$ cat config.mk
export PLATFORM = sky130hd
export DESIGN_NAME = spart_rx
export DESIGN_NICKNAME = d
export VERILOG_FILES = /design/src/rtl/spart_pkg.sv /design/src/rtl/sync2.sv /design/src/rtl/spart_rx.sv
export SDC_FILE = /design/constraint.sdc
export NUM_CORES = 1
export LEC_CHECK = 0
export BUFFER_PORTS_ARGS = -buffer_cell sky130_fd_sc_hd__buf_2
export CAP_MARGIN = 25
export CORE_UTILIZATION = 30
export DETAILED_ROUTE_END_ITERATION = 8
export MAX_ROUTING_LAYER = met4
export SLEW_MARGIN = 30
export SYNTH_ARGS = -nofsm -noshare
export SYNTH_HDL_FRONTEND = slang
export SYNTH_SLANG_ARGS = --single-unit
$ cat constraint.sdc
create_clock -name clk -period 1.7 [get_ports clk]
set_input_delay 0.17 -clock clk [delete_from_list [all_inputs] [get_ports clk]]
set_output_delay 0.17 -clock clk [all_outputs]
set_load 0.01 [all_outputs]
$ cat src/rtl/spart_pkg.sv
// Shared SPART definitions: FSM state encoding and the default oversample ratio,
// common to the receiver and the transmitter.
package spart_pkg;

    typedef enum logic [1:0] {
        IDLE  = 2'd0,
        START = 2'd1,
        DATA  = 2'd2,
        STOP  = 2'd3
    } spart_state_e;

    localparam int OVERSAMPLE_DEFAULT = 16;

endpackage

$ cat src/rtl/sync2.sv
// Two-flop synchronizer for one asynchronous bit; reset value is a parameter so
// idle-high lines come out of reset already at their idle level.
module sync2 #(
    parameter logic RESET_VAL = 1'b1
) (
    input  logic clk,
    input  logic rst,
    input  logic d,
    output logic q
);

    logic meta;

    // NOTE: clocked state uses non-blocking (<=) so both flops sample the old values
    // and the chain really is two stages deep.
    always_ff @(posedge clk or posedge rst) begin
        if (rst) begin
            meta <= RESET_VAL;
            q    <= RESET_VAL;
        end else begin
            meta <= d;
            q    <= meta;
        end
    end

endmodule

$ cat src/rtl/spart_rx.sv
// SPART receiver: 8N1 deserializer driven by an oversample enable, with a
// mid-start-bit glitch check and sticky framing/overrun flags.
module spart_rx
    import spart_pkg::*;
#(
    parameter int OVERSAMPLE = OVERSAMPLE_DEFAULT
) (
    input  logic       clk,
    input  logic       rst,
    input  logic       enable,
    input  logic       rxd,
    input  logic       clr_rda,
    output logic [7:0] rx_data,
    output logic       rda,
    output logic       framing_err,
    output logic       overrun
);

    localparam int TW = $clog2(OVERSAMPLE);
    localparam logic [TW-1:0] TICK_MID  = TW'(OVERSAMPLE / 2 - 1);
    localparam logic [TW-1:0] TICK_LAST = TW'(OVERSAMPLE - 1);

    logic rxs;

    sync2 #(.RESET_VAL(1'b1)) u_sync (
        .clk (clk),
        .rst (rst),
        .d   (rxd),
        .q   (rxs)
    );

    spart_state_e  state, state_n;
    logic [TW-1:0] tick_cnt, tick_n;
    logic [2:0]    bit_cnt, bit_n;
    logic [7:0]    shift_reg, shift_n;
    logic [7:0]    data_n;
    logic          rda_n, fe_n, ov_n;

    always_ff @(posedge clk or posedge rst) begin
        if (rst) begin
            state       <= IDLE;
            tick_cnt    <= '0;
            bit_cnt     <= '0;
            shift_reg   <= '0;
            rx_data     <= '0;
            rda         <= 1'b0;
            framing_err <= 1'b0;
            overrun     <= 1'b0;
        end else begin
            state       <= state_n;
            tick_cnt    <= tick_n;
            bit_cnt     <= bit_n;
            shift_reg   <= shift_n;
            rx_data     <= data_n;
            rda         <= rda_n;
            framing_err <= fe_n;
            overrun     <= ov_n;
        end
    end

    // NOTE: every signal gets its hold value first, so no path through the case
    // below can leave one unassigned and infer a latch.
    always_comb begin
        state_n = state;
        tick_n  = tick_cnt;
        bit_n   = bit_cnt;
        shift_n = shift_reg;
        data_n  = rx_data;
        rda_n   = rda;
        fe_n    = framing_err;
        ov_n    = overrun;

        // Host clear comes first so a byte completing on the same edge overrides it.
        if (clr_rda) begin
            rda_n = 1'b0;
            fe_n  = 1'b0;
            ov_n  = 1'b0;
        end

        if (enable) begin
            case (state)
                IDLE: begin
                    if (!rxs) begin
                        state_n = START;
                        tick_n  = '0;
                    end
                end
                START: begin
                    if (tick_cnt == TICK_MID) begin
                        if (rxs) begin
                            state_n = IDLE;
                        end else begin
                            state_n = DATA;
                            tick_n  = '0;
                            bit_n   = '0;
                        end
                    end else begin
                        tick_n = tick_cnt + 1'b1;
                    end
                end
                DATA: begin
                    if (tick_cnt == TICK_LAST) begin
                        tick_n  = '0;
                        shift_n = {rxs, shift_reg[7:1]};
                        bit_n   = bit_cnt + 3'd1;
                        if (bit_cnt == 3'd7) state_n = STOP;
                    end else begin
                        tick_n = tick_cnt + 1'b1;
                    end
                end
                STOP: begin
                    if (tick_cnt == TICK_LAST) begin
                        tick_n  = '0;
                        state_n = IDLE;
                        if (rxs) begin
                            data_n = shift_reg;
                            rda_n  = 1'b1;
                            if (rda && !clr_rda) ov_n = 1'b1;
                        end else begin
                            fe_n = 1'b1;
                        end
                    end else begin
                        tick_n = tick_cnt + 1'b1;
                    end
                end
                default: state_n = IDLE;
            endcase
        end
    end

endmodule

* Word-level counts from Yosys, hierarchy flattened
Index checks and enable logic that the tools add are counted.
** Word-level totals
- Bits in registers :: 30
- Input port bits :: 5
** Operators by class
- $add $sub $neg :: 2
- Equality and inequality tests :: 12
- Mux-type cells :: 31
- Reductions and logical operators :: 9
** Operator list (count)
- $mux W1 :: 16
- $mux W2 :: 6
- $mux W4 :: 3
- $ne A2 B2 Y1 const B :: 6
- $pmux W4 S3 :: 1
- $mux W3 :: 3
- $pmux W2 S4 :: 1
- $pmux W3 S2 :: 1
- $reduce_and A6 Y1 :: 1
- $reduce_and A5 Y1 :: 1
- $add A4 B1 Y4 const B :: 1
- $eq A2 B2 Y1 const B :: 2
- $eq A4 B3 Y1 const B :: 1
- $eq A4 B4 Y1 const B :: 1
- $reduce_and A4 Y1 :: 1
- $add A3 B1 Y3 const B :: 1
- $eq A3 B3 Y1 const B :: 1
- $reduce_and A3 Y1 :: 1
- $eq A2 B1 Y1 const B :: 1
- $logic_not A2 Y1 :: 1
- $reduce_bool A2 Y1 :: 1
- $reduce_or A2 Y1 :: 1
- $logic_and A1 B1 Y1 :: 1
- $logic_not A1 Y1 :: 1

* Depth between registers and ports, before layout
- Depth after elaboration :: 7
- Mapped depth :: 5
- Depth with buffers taken out :: 5

* Cells and area by module
From an unflattened synthesis, not the netlist that was laid out.
** Unflattened totals
- Cell total of the unflattened synthesis :: 110
- Area total of the unflattened synthesis :: 1367.6 um2
** Modules (own cells, without submodules)
- spart_rx :: times used 1, cells an instance 107, area each 1311.3 um2
- sync2 :: times used 1, cells an instance 3, area each 56.3 um2

* Worst setup path after synthesis
No wires, ideal clock.
- Path type :: register -> register
- Start point :: reg tick_cnt[0]
- End point :: reg rx_data[0]
- Arrival :: 1.452 ns
- Required time :: 1.575 ns
- Slack :: 0.123 ns
- Cell stages (with the launch flop) :: 5
- Buffers on the path :: 0
- Path through :: dfrtp_1 > ha_1 > nand3_2 > nor3_4 > mux2_2
** On the way
- Longest elaborated chain between the ends :: 2
** RTL lines
- start, declared :: RTL line spart_rx.sv:33 : logic [TW-1:0] tick_cnt, tick_n;
- start signal, assigned :: RTL line spart_rx.sv:51 : tick_cnt <= tick_n;
- $eq A4 B4 Y1 :: RTL line spart_rx.sv:112 : if (tick_cnt == TICK_LAST) begin
- $reduce_and A4 Y1 (no source line)
- end signal, assigned :: RTL line spart_rx.sv:54 : rx_data <= data_n;
- end, declared :: RTL line spart_rx.sv:13 : output logic [7:0] rx_data,
No other way between the ends.
A chain may end at the register's enable or synchronous reset.

* Worst setup path after layout
- Start point :: reg tick_cnt[0]
- End point :: reg shift_reg[7]
** On the way
- Longest elaborated chain between the ends :: 2
** RTL lines
- $eq A4 B4 Y1 :: RTL line spart_rx.sv:102 : if (tick_cnt == TICK_LAST) begin
- $reduce_and A3 Y1 (no source line)
- end signal, assigned :: RTL line spart_rx.sv:53 : shift_reg <= shift_n;
- end, declared :: RTL line spart_rx.sv:35 : logic [7:0] shift_reg, shift_n;
No other way between the ends.

==> results_dict.tcl <==
set metrics [dict create \
    status "completed" \
    busiest_layer "met2" \
    synth-seq-cells 30 \
    hold_viol_final 0 \
    fin_nets 131 \
    io_buffers 15 \
    ir_worst_vdd_mv 0.4871 \
    die_w_um 68.80 \
    end_kind "flip-flop" \
    path_cells "ha_2, nand3_2, nor3_2, buf_4, mux2_2" \
    dp.cells 164 \
    synth_compound_area_frac 0.1056 \
    use_met3 0.04605 \
    yosys.area_share.simple 0.1140 \
    cts_tree "built" \
    ys_async_sr_fraction 1.000 \
    drive_gt1_frac 0.4472 \
    syn_area_um2 1339 \
    grt_pass1_wl_um 3884 \
    grt-ovfl-total 0 \
    synth.distinct_cells 38 \
    diodes 0 \
    antenna_found_initial 0 \
    cp.required_ns 1.86 \
    leakage_uw 0.0008091 \
    drtIter0Drc 32 \
    insertion_delay_ns 0.28 \
    syn_nets 107 \
    grt_util_met1 0.1400 \
    ys_seq_area_frac 0.5626 \
    fill_cells 412 \
    yosys_warnings 0 \
    areaGrowthSynthToFinish_pct 21.50 \
    finalCriticalPeriod_ns 1.613 \
    die_area_um2 4733 \
    cap_violations 0 \
    finalNonFillerCells 173 \
    drv_slew 0 \
    worst_pin_slew_ns 0.3975 \
    rsz0062_at_grt "no" \
    grt_pass1_vias 844 \
    grtUsageTotal 0.1230 \
    start_util 0.3231 \
    grt_use_met2 0.1789 \
    setup_viol 0 \
    via_per_inst 5.029 \
    synth_top_flop_cell "dfrtp_1" \
    grt_max_degree 31 \
    clockBufferDepth 2 \
    root_buffer "clkbuf_8" \
    cts_max_level 2 \
    setup-tns-final_ns 0 \
    core_um2 4144 \
    hpwl_um 1642 \
    cts.sinks 30 \
    cts-buffers-inserted 5 \
    synth.area.mux_share 0.1514 \
    post-route-period-util 0.9488 \
    multi_input_area_um2 545.5 \
    routed_wl_um 2355 \
    synth.avg_cell_area_um2 13.52 \
    place_congestion 0.8875 \
    synth_cells 99 \
    ff2ff_setup_slack_ns 0.09 \
    worstSetupPathType "reg2reg" \
    drt-pass1-iter-count 5 \
    rows 23 \
    synth_edf_count 0 \
    power_density_nw_per_um2 1222 \
    skew_ns 0.005227 \
    critPathLaunchType "flip-flop" \
    critPathMaxFanout 11 \
    clk_pin_slew_worst_paths_ns 0.06 \
    synth_top_family_by_area "multiplexers" \
    max_stage_delay_ns 0.38 \
    cp.arrival_ns 1.77 \
    postRouteAntennaNets 0 \
    synthXorXnorAreaFrac 0.006542 \
    drc 0 \
    seqCellArea_um2 753.2 \
    die_y_um 68.80 \
    wire_per_inst_um 13.61 \
    synthAdderAreaFrac 0.02804 \
    fmax_ghz 0.6200 \
    cts_setup_buffers 0 \
    pin_count 16 \
    vias 870 \
    hp-class "in2reg" \
    crit_slowest_cell "dfrtp_1" \
    slew_headroom 0.7350 \
]
==> cell type report <==
cell class                 count  share of cell area
clock buffer                   6             0.05077
multi-input combinational     61              0.3354
sequential                    30              0.4631
inverter                       4            0.009231
timing repair buffer          21             0.08462
tap                           50             0.03846
clock inverter                 1             0.01846
==> what timing repair did <==
item / in CTS / in global routing
resized for setup: 0 / 1
setup endpoints to repair: 0 / 16
hold buffers: 2 / 0
endpoints found under the hold margin: 29 / 0
==> worst paths after layout <==
kind	to	depth (start not counted)	start
min in group asynchronous	bit_cnt[2]$_DFFE_PP0P_	4	rst
max reg2reg	shift_reg[7]$_DFFE_PP0P_	5	tick_cnt[0]$_DFFE_PP0P_
max	shift_reg[7]$_DFFE_PP0P_	5	tick_cnt[0]$_DFFE_PP0P_
min reg2reg	u_sync.q$_DFF_PP1_	0	u_sync.meta$_DFF_PP1_
max in group asynchronous	u_sync.meta$_DFF_PP1_	4	rst
min	framing_err$_DFF_PP0_	3	clr_rda
==> cells by family (layout without fill, tap and decap cells) <==
group | count (synthesis) | after routing
AO/OA/AOI/OAI | 18 | 18
adder cells (fa/ha/maj) | 3 | 3
flip-flops | 30 | 30
buffers and inverters | 8 | 32
multiplexers | 18 | 18
AND/OR/NAND/NOR | 21 | 21
XOR/XNOR | 1 | 1
==> where the power goes <==
group          switching [µW]  internal [µW]  leakage (µW)  total (µW)
logic                     170            190      0.000354         359
clock network             248            468     0.0000573         716
registers                 123            789      0.000398         912
==> layout by cell type, fill, tap and decap left out, types with 2 or more instances in the layout <==
cell           instances
dfstp_2                2
a22o_1                 4
dfrtp_1               28
buf_4                  3
a31oi_1                2
clkbuf_8               6
a32o_1                 2
inv_1                  4
o21ai_0                3
nor2_1                 2
nor2b_1                2
mux2_2                18
nor3b_1                2
nand2_1                2
dlygate4sd3_1          2
buf_2                 15
ha_1                   2
==> stage by stage <==
stage               hold slack, ns  area, µm²  setup slack (ns)  total power (µW)  utilization
global route                0.2277       1627          0.001670              2108       0.3925
finish                      0.2199       1627           0.08706              1987       0.3925
global placement            0.2474       1491            0.1070              1243       0.3599
CTS                         0.2114       1624           0.03064              2005       0.3919
floorplan                   0.1745       1339            0.1231              1199            -
detailed placement          0.2750       1491           0.03552              1271       0.3599
==> critical path, delay by kind of cell, from the launching register on <==
family                   cells  cell delay (ns)
adder cells (fa/ha/maj)      1             0.24
AND/OR/NAND/NOR              2             0.31
flip-flops                   1             0.38
buffers and inverters        1             0.22
multiplexers                 1             0.35
==> synthesized netlist by cell type (2+ instances only) <==
library cell / instances / area [µm²]
nand2_1: 2 / 7.510
nor2_1: 2 / 7.510
ha_1: 3 / 37.54
nor2b_1: 2 / 12.51
inv_1: 4 / 15.01
a32o_1: 2 / 20.02
a31oi_1: 2 / 12.51
mux2_2: 18 / 202.7
a22o_1: 4 / 35.03
dfrtp_1: 28 / 700.7
dfstp_2: 2 / 52.55
nor3b_1: 2 / 15.01
o21ai_0: 3 / 15.01
==> routing by layer <==
layer	vias to the layer above	wire length [µm]
li1	412	-
met1	438	1068
met2	15	1162
met3	5	80
met4	0	42
met5	-	0
Power figures use the tool's default switching activity.
